==> src/rtl/seg7_scan_ctrl.sv <==
`default_nettype none
// ============================================================================
//  Module   : seg7_scan_ctrl
//  Purpose  : Time-multiplexed scan controller for a 4-digit common-anode
//             7-segment display. Captures the digits once per frame, steps
//             through slots 0..3, inserts an anode-off guard at each digit
//             change and optionally suppresses leading zeros.
//  Revision : 1.0 - initial release
// ============================================================================
module seg7_scan_ctrl #(
  parameter int unsigned REFRESH_DIV  = 100000,
  parameter int unsigned BLANK_CYCLES = 1000
) (
  input  logic        clk,
  input  logic        rst_n,
  input  logic        enable,
  input  logic [15:0] digits_in,
  input  logic [3:0]  dp_mask,
  input  logic        blank_lead,
  output logic [3:0]  digit_out,
  output logic [3:0]  an,
  output logic        dp,
  output logic        frame_start
);

  localparam int unsigned c_cnt_w = (REFRESH_DIV > 1) ? $clog2(REFRESH_DIV) : 1;
  localparam logic [c_cnt_w-1:0] c_cnt_last   = c_cnt_w'(REFRESH_DIV - 1);
  localparam logic [c_cnt_w-1:0] c_guard_last = c_cnt_w'(BLANK_CYCLES - 1);
  localparam logic [c_cnt_w-1:0] c_cnt_one    = c_cnt_w'(1);

  typedef enum logic [1:0] {
    S_IDLE  = 2'd0,
    S_GUARD = 2'd1,
    S_DRIVE = 2'd2
  } state_e;

  state_e               state_q, state_d;
  logic [c_cnt_w-1:0]   cnt_q, cnt_d;
  logic [1:0]           slot_q, slot_d;
  logic [15:0]          snap_q, snap_d;
  logic [3:0]           dps_q, dps_d;
  logic                 bl_q, bl_d;
  logic                 frame_entry_d;

  logic [3:0]           tail_blank_d;
  logic                 suppress_d;
  logic                 lit_d;
  logic [3:0]           digit_d;
  logic [3:0]           an_d;
  logic                 dp_d;

  // Next-state logic: slot sequencing, guard/drive phases and frame snapshot.
  always_comb begin
    state_d       = state_q;
    cnt_d         = cnt_q;
    slot_d        = slot_q;
    snap_d        = snap_q;
    dps_d         = dps_q;
    bl_d          = bl_q;
    frame_entry_d = 1'b0;

    case (state_q)
      S_IDLE: begin
        if (enable) begin
          state_d       = S_GUARD;
          cnt_d         = '0;
          slot_d        = 2'd0;
          frame_entry_d = 1'b1;
        end
      end
      S_GUARD: begin
        if (cnt_q == c_guard_last) begin
          state_d = S_DRIVE;
        end
        cnt_d = cnt_q + c_cnt_one;
      end
      S_DRIVE: begin
        if (cnt_q == c_cnt_last) begin
          state_d = S_GUARD;
          cnt_d   = '0;
          slot_d  = slot_q + 2'd1;
          if (slot_q == 2'd3) begin
            frame_entry_d = 1'b1;
          end
        end else begin
          cnt_d = cnt_q + c_cnt_one;
        end
      end
      default: begin
        state_d = S_IDLE;
        cnt_d   = '0;
        slot_d  = 2'd0;
      end
    endcase

    // Dropping enable wins over everything, including a pending frame entry.
    if (!enable) begin
      state_d       = S_IDLE;
      cnt_d         = '0;
      slot_d        = 2'd0;
      frame_entry_d = 1'b0;
    end

    if (frame_entry_d) begin
      snap_d = digits_in;
      dps_d  = dp_mask;
      bl_d   = blank_lead;
    end
  end

  // Leading-zero suppression: digit k is blank when it and every higher digit
  // is zero with no decimal point among them; digit 0 always shows.
  always_comb begin
    tail_blank_d[3] = (snap_d[15:12] == 4'h0) && !dps_d[3];
    tail_blank_d[2] = tail_blank_d[3] && (snap_d[11:8] == 4'h0) && !dps_d[2];
    tail_blank_d[1] = tail_blank_d[2] && (snap_d[7:4]  == 4'h0) && !dps_d[1];
    tail_blank_d[0] = 1'b0;
    suppress_d      = bl_d && tail_blank_d[slot_d];
  end

  // Output decode from the next state so that every output is registered.
  always_comb begin
    lit_d   = (state_d == S_DRIVE) && !suppress_d;
    digit_d = (state_d == S_IDLE) ? 4'h0 : snap_d[{slot_d, 2'b00} +: 4];
    an_d    = lit_d ? ~(4'b0001 << slot_d) : 4'b1111;
    dp_d    = lit_d ? ~dps_d[slot_d] : 1'b1;
  end

  // State, counters, snapshot and registered outputs.
  always_ff @(posedge clk or negedge rst_n) begin
    if (!rst_n) begin
      state_q     <= S_IDLE;
      cnt_q       <= '0;
      slot_q      <= 2'd0;
      snap_q      <= 16'h0000;
      dps_q       <= 4'h0;
      bl_q        <= 1'b0;
      digit_out   <= 4'h0;
      an          <= 4'b1111;
      dp          <= 1'b1;
      frame_start <= 1'b0;
    end else begin
      state_q     <= state_d;
      cnt_q       <= cnt_d;
      slot_q      <= slot_d;
      snap_q      <= snap_d;
      dps_q       <= dps_d;
      bl_q        <= bl_d;
      digit_out   <= digit_d;
      an          <= an_d;
      dp          <= dp_d;
      frame_start <= frame_entry_d;
    end
  end

endmodule
`default_nettype wire

==> config.mk <==
export PLATFORM = sky130hd
export DESIGN_NAME = seg7_scan_ctrl
export DESIGN_NICKNAME = d
export VERILOG_FILES = /design/src/rtl/seg7_scan_ctrl.sv
export SDC_FILE = /design/constraint.sdc
export NUM_CORES = 1
export LEC_CHECK = 0
export CAP_MARGIN = 10
export CORE_UTILIZATION = 43
export DETAILED_ROUTE_END_ITERATION = 7
export DONT_BUFFER_PORTS = 1
export PLACE_DENSITY = 0.71
export SYNTH_ARGS = -nofsm -noshare
export SYNTH_HDL_FRONTEND = slang
export SYNTH_SLANG_ARGS = --single-unit
==> constraint.sdc <==
create_clock -name clk -period 2.25 [get_ports clk]
set_input_delay 0.1125 -clock clk [delete_from_list [all_inputs] [get_ports clk]]
set_output_delay 0.1125 -clock clk [all_outputs]
set_load 0.01 [all_outputs]
# After elaboration in Yosys (flattened, before gate mapping)

Index checks and enable logic that the tools add are counted.
Widths: inputs -> output; s select.

Add/sub/neg operators: 2
$lt $le $gt $ge: 1
Eq/ne operators: 6
Shift operators: 2
Muxes and demuxes: 24
Bitwise operators: 2
Reduce and logical (&&, ||, !) cells: 16

Operators by type and width:

| kind                  | count |
|---|---|
| $mux 17               | 2 |
| $pmux 17 s2           | 1 |
| $add 17x1->17 const B | 1 |
| $eq 17x10->1 const B  | 1 |
| $eq 17x17->1 const B  | 1 |
| $mux 16               | 1 |
| $shiftx 16x5->4       | 1 |
| $logic_not 4->1       | 3 |
| $mux 4                | 3 |
| $mux 2                | 5 |
| $logic_and 1x1->1     | 7 |
| $mux 1                | 7 |
| $eq 2x2->1 const B    | 3 |
| $pmux 2 s3            | 1 |
| $bmux 1 s2            | 2 |
| $logic_not 1->1       | 4 |
| $logic_not 2->1       | 2 |
| $not 4->4             | 1 |
| $pmux 2 s2            | 1 |
| $shl 1x2->4 const A   | 1 |
| $lt 2x3->1 const B    | 1 |
| $add 2x1->2 const B   | 1 |
| $eq 2x1->1 const B    | 1 |
| $pmux 1 s2            | 1 |
| $not 1->1             | 1 |

Flip-flop bits (word level): 52
Input port bits: 24
Output and inout port bits: 10
Logic and storage cells: 63

# Depth between registers and ports, before layout

Depth in word-level cells: 18
Gate-level depth with buffers: 10
Mapped depth without buffers: 9

# Worst setup path before layout

OpenSTA, ideal clock, no wires.

Path kind: register -> register
Start: reg cnt_q[11]
End: reg an[3]
Arrival time: 2.321 ns
Data required time: 2.156 ns
Path slack: -0.166 ns
Stages on the path, launching flop included: 8
Clock period less this slack: 2.416 ns
Path through: dfrtp_1 > or4_4 > nor4_1 > a21o_1 > nand3_1 > nor3_1 > nand2_2 > or4_1

Cells in the longest elaborated chain, start to end: 17
Elaborated cells on any way between the ends: 35
Classes of those cells: eq/ne: 3; shift: 1; mux: 16; bitwise: 1; reduce/logical: 14

Ends and longest elaborated chain:

| what                                                      | RTL line | RTL |
|---|---|---|
| start: declaration                                        | 38       | `logic [c_cnt_w-1:0] cnt_q, cnt_d;` |
| start signal: assignment                                  | 144      | `cnt_q <= cnt_d;` |
| $eq 17x17->1                                              | 78       | `if (cnt_q == c_cnt_last) begin` |
| $mux 1                                                    | 78       |  |
| $pmux 1 s2                                                | 62       | `case (state_q)` |
| $mux 1                                                    | 97       | `if (!enable) begin` |
| $mux 16 / $mux 4 (equally long branches)                  | 104      | `if (frame_entry_d) begin` |
| $logic_not 4->1 / $logic_not 1->1 (equally long branches) | 114      | `tail_blank_d[3] = (snap_d[15:12] == 4'h0) && !dps_d[3];` |
| $logic_and 1x1->1                                         | 114      |  |
| $logic_and 1x1->1 (2 in a row)                            | 115      | `tail_blank_d[2] = tail_blank_d[3] && (snap_d[11:8] == 4'h0) && !dps_d[2];` |
| $logic_and 1x1->1 (2 in a row)                            | 116      | `tail_blank_d[1] = tail_blank_d[2] && (snap_d[7:4] == 4'h0) && !dps_d[1];` |
| $bmux 1 s2                                                | 118      | `suppress_d = bl_d && tail_blank_d[slot_d];` |
| $mux 1 (implied by the code)                              | 118      |  |
| $logic_and 1x1->1                                         | 118      |  |
| $logic_not 1->1                                           | 123      | `lit_d = (state_d == S_DRIVE) && !suppress_d;` |
| $logic_and 1x1->1                                         | 123      |  |
| $mux 4 (*)                                                | 125      | `an_d = lit_d ? ~(4'b0001 << slot_d) : 4'b1111;` |
| named net an_d[3]                                         | 49       | `logic [3:0] an_d;` |
| end signal: assignment                                    | 150      | `an <= an_d;` |
| end: declaration                                          | 21       | `output logic [3:0] an,` |

Mark *: on every way through the listed nets, which the timed path passes. The rest lies on a longest branch. The select of a mux whose other input is x is not followed.

# Worst setup path in the final report

Start: reg cnt_q[14]
End: reg an[1]

Elaborated cells on any way between the ends: 35
Classes of those cells: eq/ne: 3; shift: 1; mux: 16; bitwise: 1; reduce/logical: 14

RTL lines:

| what                         | RTL line | RTL |
|---|---|---|
| $eq 17x17->1 (*)             | 78       |  |
| $mux 2 (*)                   | 78       |  |
| $pmux 2 s2 (*)               | 62       |  |
| $mux 2 (*)                   | 97       |  |
| named net slot_d[0]          | 39       | `logic [1:0] slot_q, slot_d;` |
| $bmux 1 s2                   | 118      |  |
| $mux 1 (implied by the code) | 118      |  |
| $logic_and 1x1->1            | 118      |  |
| $logic_not 1->1              | 123      |  |
| $logic_and 1x1->1            | 123      |  |
| $mux 4 (*)                   | 125      |  |
| named net an_d[1]            | 49       |  |

Marked as above.

==> results.md <==
| Result | Reported |
|:---|:---|
| Run status | complete, but fails checks |
| Violated checks | negative setup slack |
| Most used flip-flop cell after synthesis | dfrtp_1 |
| Fill cell instance count of the final layout | 516 |
| Combined global-route utilization of all metal layers | 20.9% |
| Via count of the routed design | 2090 |
| Cell count after placement | 370 |
| Worst slack at placement | -0.161 ns |
| Fmax achieved | 414 MHz |
| Critical path type | reg2reg |
| Post-synthesis cell count | 273 |
| Per-instance average area after synthesis | 9.61 sq um |
| Post-layout instance count excluding filler cells | 401 |
| Final antenna-violating net count | 0 |
| Count of endpoints failing hold in the final timing report | 0 |
| CTS buffer count | 5 |
| Post-layout util | 56.0% |
| Num ports | 34 |
| Fin Hold WS | 0.0323 ns |
| Total routed wirelength | 5850 um |
| Area of the placeable core | 5890 sq um |
| RSZ-0062 raised after global routing | yes |
| Number of nets in the finished design | 355 |
| Power dissipated by switching net loads | 0.000503 W |
| Count of warnings emitted by yosys | 0 |
| Ratio of final minimum period to clock period | 107% |
| Minimum clock period | 2.41 ns |
| Worst-case clock buffer depth | 2 |
| PwrDens | 562 nW/um^2 |
| Die outline area | 6420 sq um |
| Via count of the first global-routing pass | 2249 |
| Slew of the pin with the lowest slew margin | 0.351 ns |
| Post-detailed-route wirelength per cell | 14.6 um |
| Number of DRC markers after the initial detailed-route iteration | 112 |
| Aggregate global routing overflow | 0 |
| Clk pin slew, worst setup/hold paths | 0.10 ns |
| Proportion of power drawn by flip-flops and latches | 56.5% |
| Root buf cell | clkbuf_8 |
| Number of violations of the max-capacitance limit | 0 |
| Initial cell density of the core | 44.6% |
| Row count | 28 |
| Endpoint arrival time on the critical path | 2.64 ns |
| Number of antenna cells inserted | 0 |
| TritonCTS clock tree | yes |
| R2r worst-path depth | 8 |
| Clk pwr share | 29.6% |
| Die span in y | 80.1 um |
| Kind of launch point of the worst setup path | flip-flop |
| Layout Skew | 0.0155 ns |
| Number of sinks on the clock net | 52 |
| Number of vias per cell | 5.21 |
| Worst hold-check path type | in2reg |
| Combinational group share of total power | 13.9% |
| Register bit count reported by yosys | 52 |
| Worst ir drop on vdd | 0.382 mV |
| Final WS setup | -0.164 ns |
| Maximum number of pins on one net before global-route repair | 53 |
| DRC viols | 0 |
| Post-synthesis cell type with the largest combined area | dfrtp_1 |
| Worst slew margin | 76.4% |
| Global-route wire length before repair | 10200 um |
| GP Congestion | 0.879 |
| Share of synthesized area occupied by flip-flops and latches | 49.9% |
| Most area-consuming cells after synthesis | dfrtp_1, nand2_1, dfstp_2 |
| Antenna violations before repair | 0 |
| Proportion of synthesized flip-flops having asynchronous set or reset | 100% |
| Worst-path fanout max | 5 |
| Port Buffer Count | 0 |
| Horizontal extent of the die | 80.1 um |
| Fraction of final layout cells with drive strength greater than 1 | 22.4% |
| Count of TritonRoute iterations in the first routing pass | 4 |
| Total number of H-tree levels | 2 |
| Number of enable flip-flop cells after synthesis | 0 |
| Most repeated cell in the gate-level netlist after synthesis | nand2_1 |
| Summed negative setup slack over all endpoints | -0.954 ns |
| Number of cells traversed by the worst hold path | 2 |
| Worst path required time | 2.48 ns |
| Post-synth net total | 303 |
| Insertion delay of the later-clocked pin in the worst-skew pair | 0.31 ns |
| Internal Pwr Total | 0.00135 W |
| Fraction of post-synthesis cell area in the top cell type by area | 44.8% |
| Growth of design area from synthesis to finish | 25.7% |
| Synth cell types | 47 |
| Most frequent cells after synthesis | nand2_1, dfrtp_1, nor2_1, nand3_1, xor2_1 |
| Number of endpoints failing setup at the final stage | 9 |
| Type of destination of the critical path | flip-flop |
| Leakage power | 1.50 nW |
| Number of pins exceeding their max-slew limit in the final report | 0 |
| Fraction of power spent switching nets | 27.1% |
| Post-synthesis cell area | 2620 sq um |
| Placed wire-length estimate | 4080 um |
-- path summary, 6_finish.rpt --
| check | slack [ns] | startpoint | end |
|---|---|---|---|
| max | -0.16 | cnt_q[14] | an[1] |
| min | 0.03 | enable | slot_q[0] |
| max reg2reg | -0.16 | cnt_q[14] | an[1] |
| min reg2reg | 0.48 | dps_q[0] | dps_q[0] |
| max in group asynchronous | 1.65 | rst_n | an[0] |
| min in group asynchronous | 0.29 | rst_n | bl_q |
-- worst max-delay path, cell delays in order, from the launching register on --
cell and delay, ns:
dfrtp_1 0.39, or4_4 0.57, nor4_4 0.28, buf_4 0.19, xor2_1 0.13, nand2_1 0.11, a21oi_4 0.22, nand2_2 0.08
or3_1 0.38
-- cell type report --
| class | instances | area [sq um] | area share [%] |
|---|---|---|---|
| clock buffer | 5 | 68.8 | 2.09 |
| clock inverter | 3 | 22.5 | 0.683 |
| inverter | 7 | 28.8 | 0.873 |
| multi-input combinational | 207 | 1280 | 39.0 |
| sequential | 52 | 1310 | 39.7 |
| tap | 75 | 93.8 | 2.85 |
| timing repair buffer | 52 | 490 | 14.9 |
-- power groups by stage --
stage                     logic, W  registers [W]  clock network [W]
after floorplan           0.000146        0.00105                  0
after global placement    0.000193        0.00106                  0
after detailed placement  0.000197        0.00106                  0
after CTS                 0.000254        0.00104           0.000570
after global routing      0.000289        0.00105           0.000604
final                     0.000257        0.00105           0.000549
-- stage by stage --
stage / instance area, sq um / total power, W
floorplan: 2630 / 0.00120
global placement: 2930 / 0.00125
detailed placement: 2930 / 0.00126
CTS: 3280 / 0.00187
global route: 3300 / 0.00195
finish: 3300 / 0.00185
-- layout by cell type, fill, tap and decap left out, types with 2 or more instances in the layout --
cell type / count
a21oi_1: 7
a32o_1: 4
and3_1: 5
buf_12: 2
buf_4: 27
clkbuf_8: 5
dfrtp_1: 47
dfstp_2: 5
dlygate4sd3_1: 22
ha_1: 6
inv_1: 6
mux2_2: 8
nand2_1: 78
nand2_2: 2
nand3_1: 13
nand3b_1: 2
nand4_1: 4
nor2_1: 24
nor3_1: 2
nor3_2: 2
nor4_1: 2
or3_1: 2
or4_1: 5
xnor2_1: 6
xor2_1: 10
-- registers in the layout (all words and copies together), names as in the netlist --
signal / cells
dp: 1
dps_q: 4
an: 4
slot_q: 2
cnt_q: 17
bl_q: 1
digit_out: 4
state_q: 2
frame_start: 1
snap_q: 16
-- repair_timing --
| action | 4_1_cts | 5_1_grt |
|---|---|---|
| hold buffers | 23 | 0 |
| pin swaps | 2 | 0 |
| buffers inserted | 0 | 0 |
| endpoints found under the hold margin | 73 | 0 |
| cloned | 0 | 0 |
| gates resized for setup | 4 | 3 |
| endpoints found under the setup margin | 9 | 9 |
-- metal layers --
metal  wire length, um  global-route usage, %  vias up
met4               180                   10.4        0
met3               229                   3.98       15
met2              2920                   36.1       47
met1              2530                   24.9     1000
met5                 0                      0        -
li1                  -                      -     1028
-- kinds of logic after synthesis --
kind of cell,after synthesis,synth area share [%]
compound gates,21,6.82
buf+inv,14,2.72
mux,10,4.20
simple gates,154,28.2
fa+ha+maj,6,2.86
xor+xnor,16,5.34
flops,52,49.9
(Power assumes the default switching activity.)
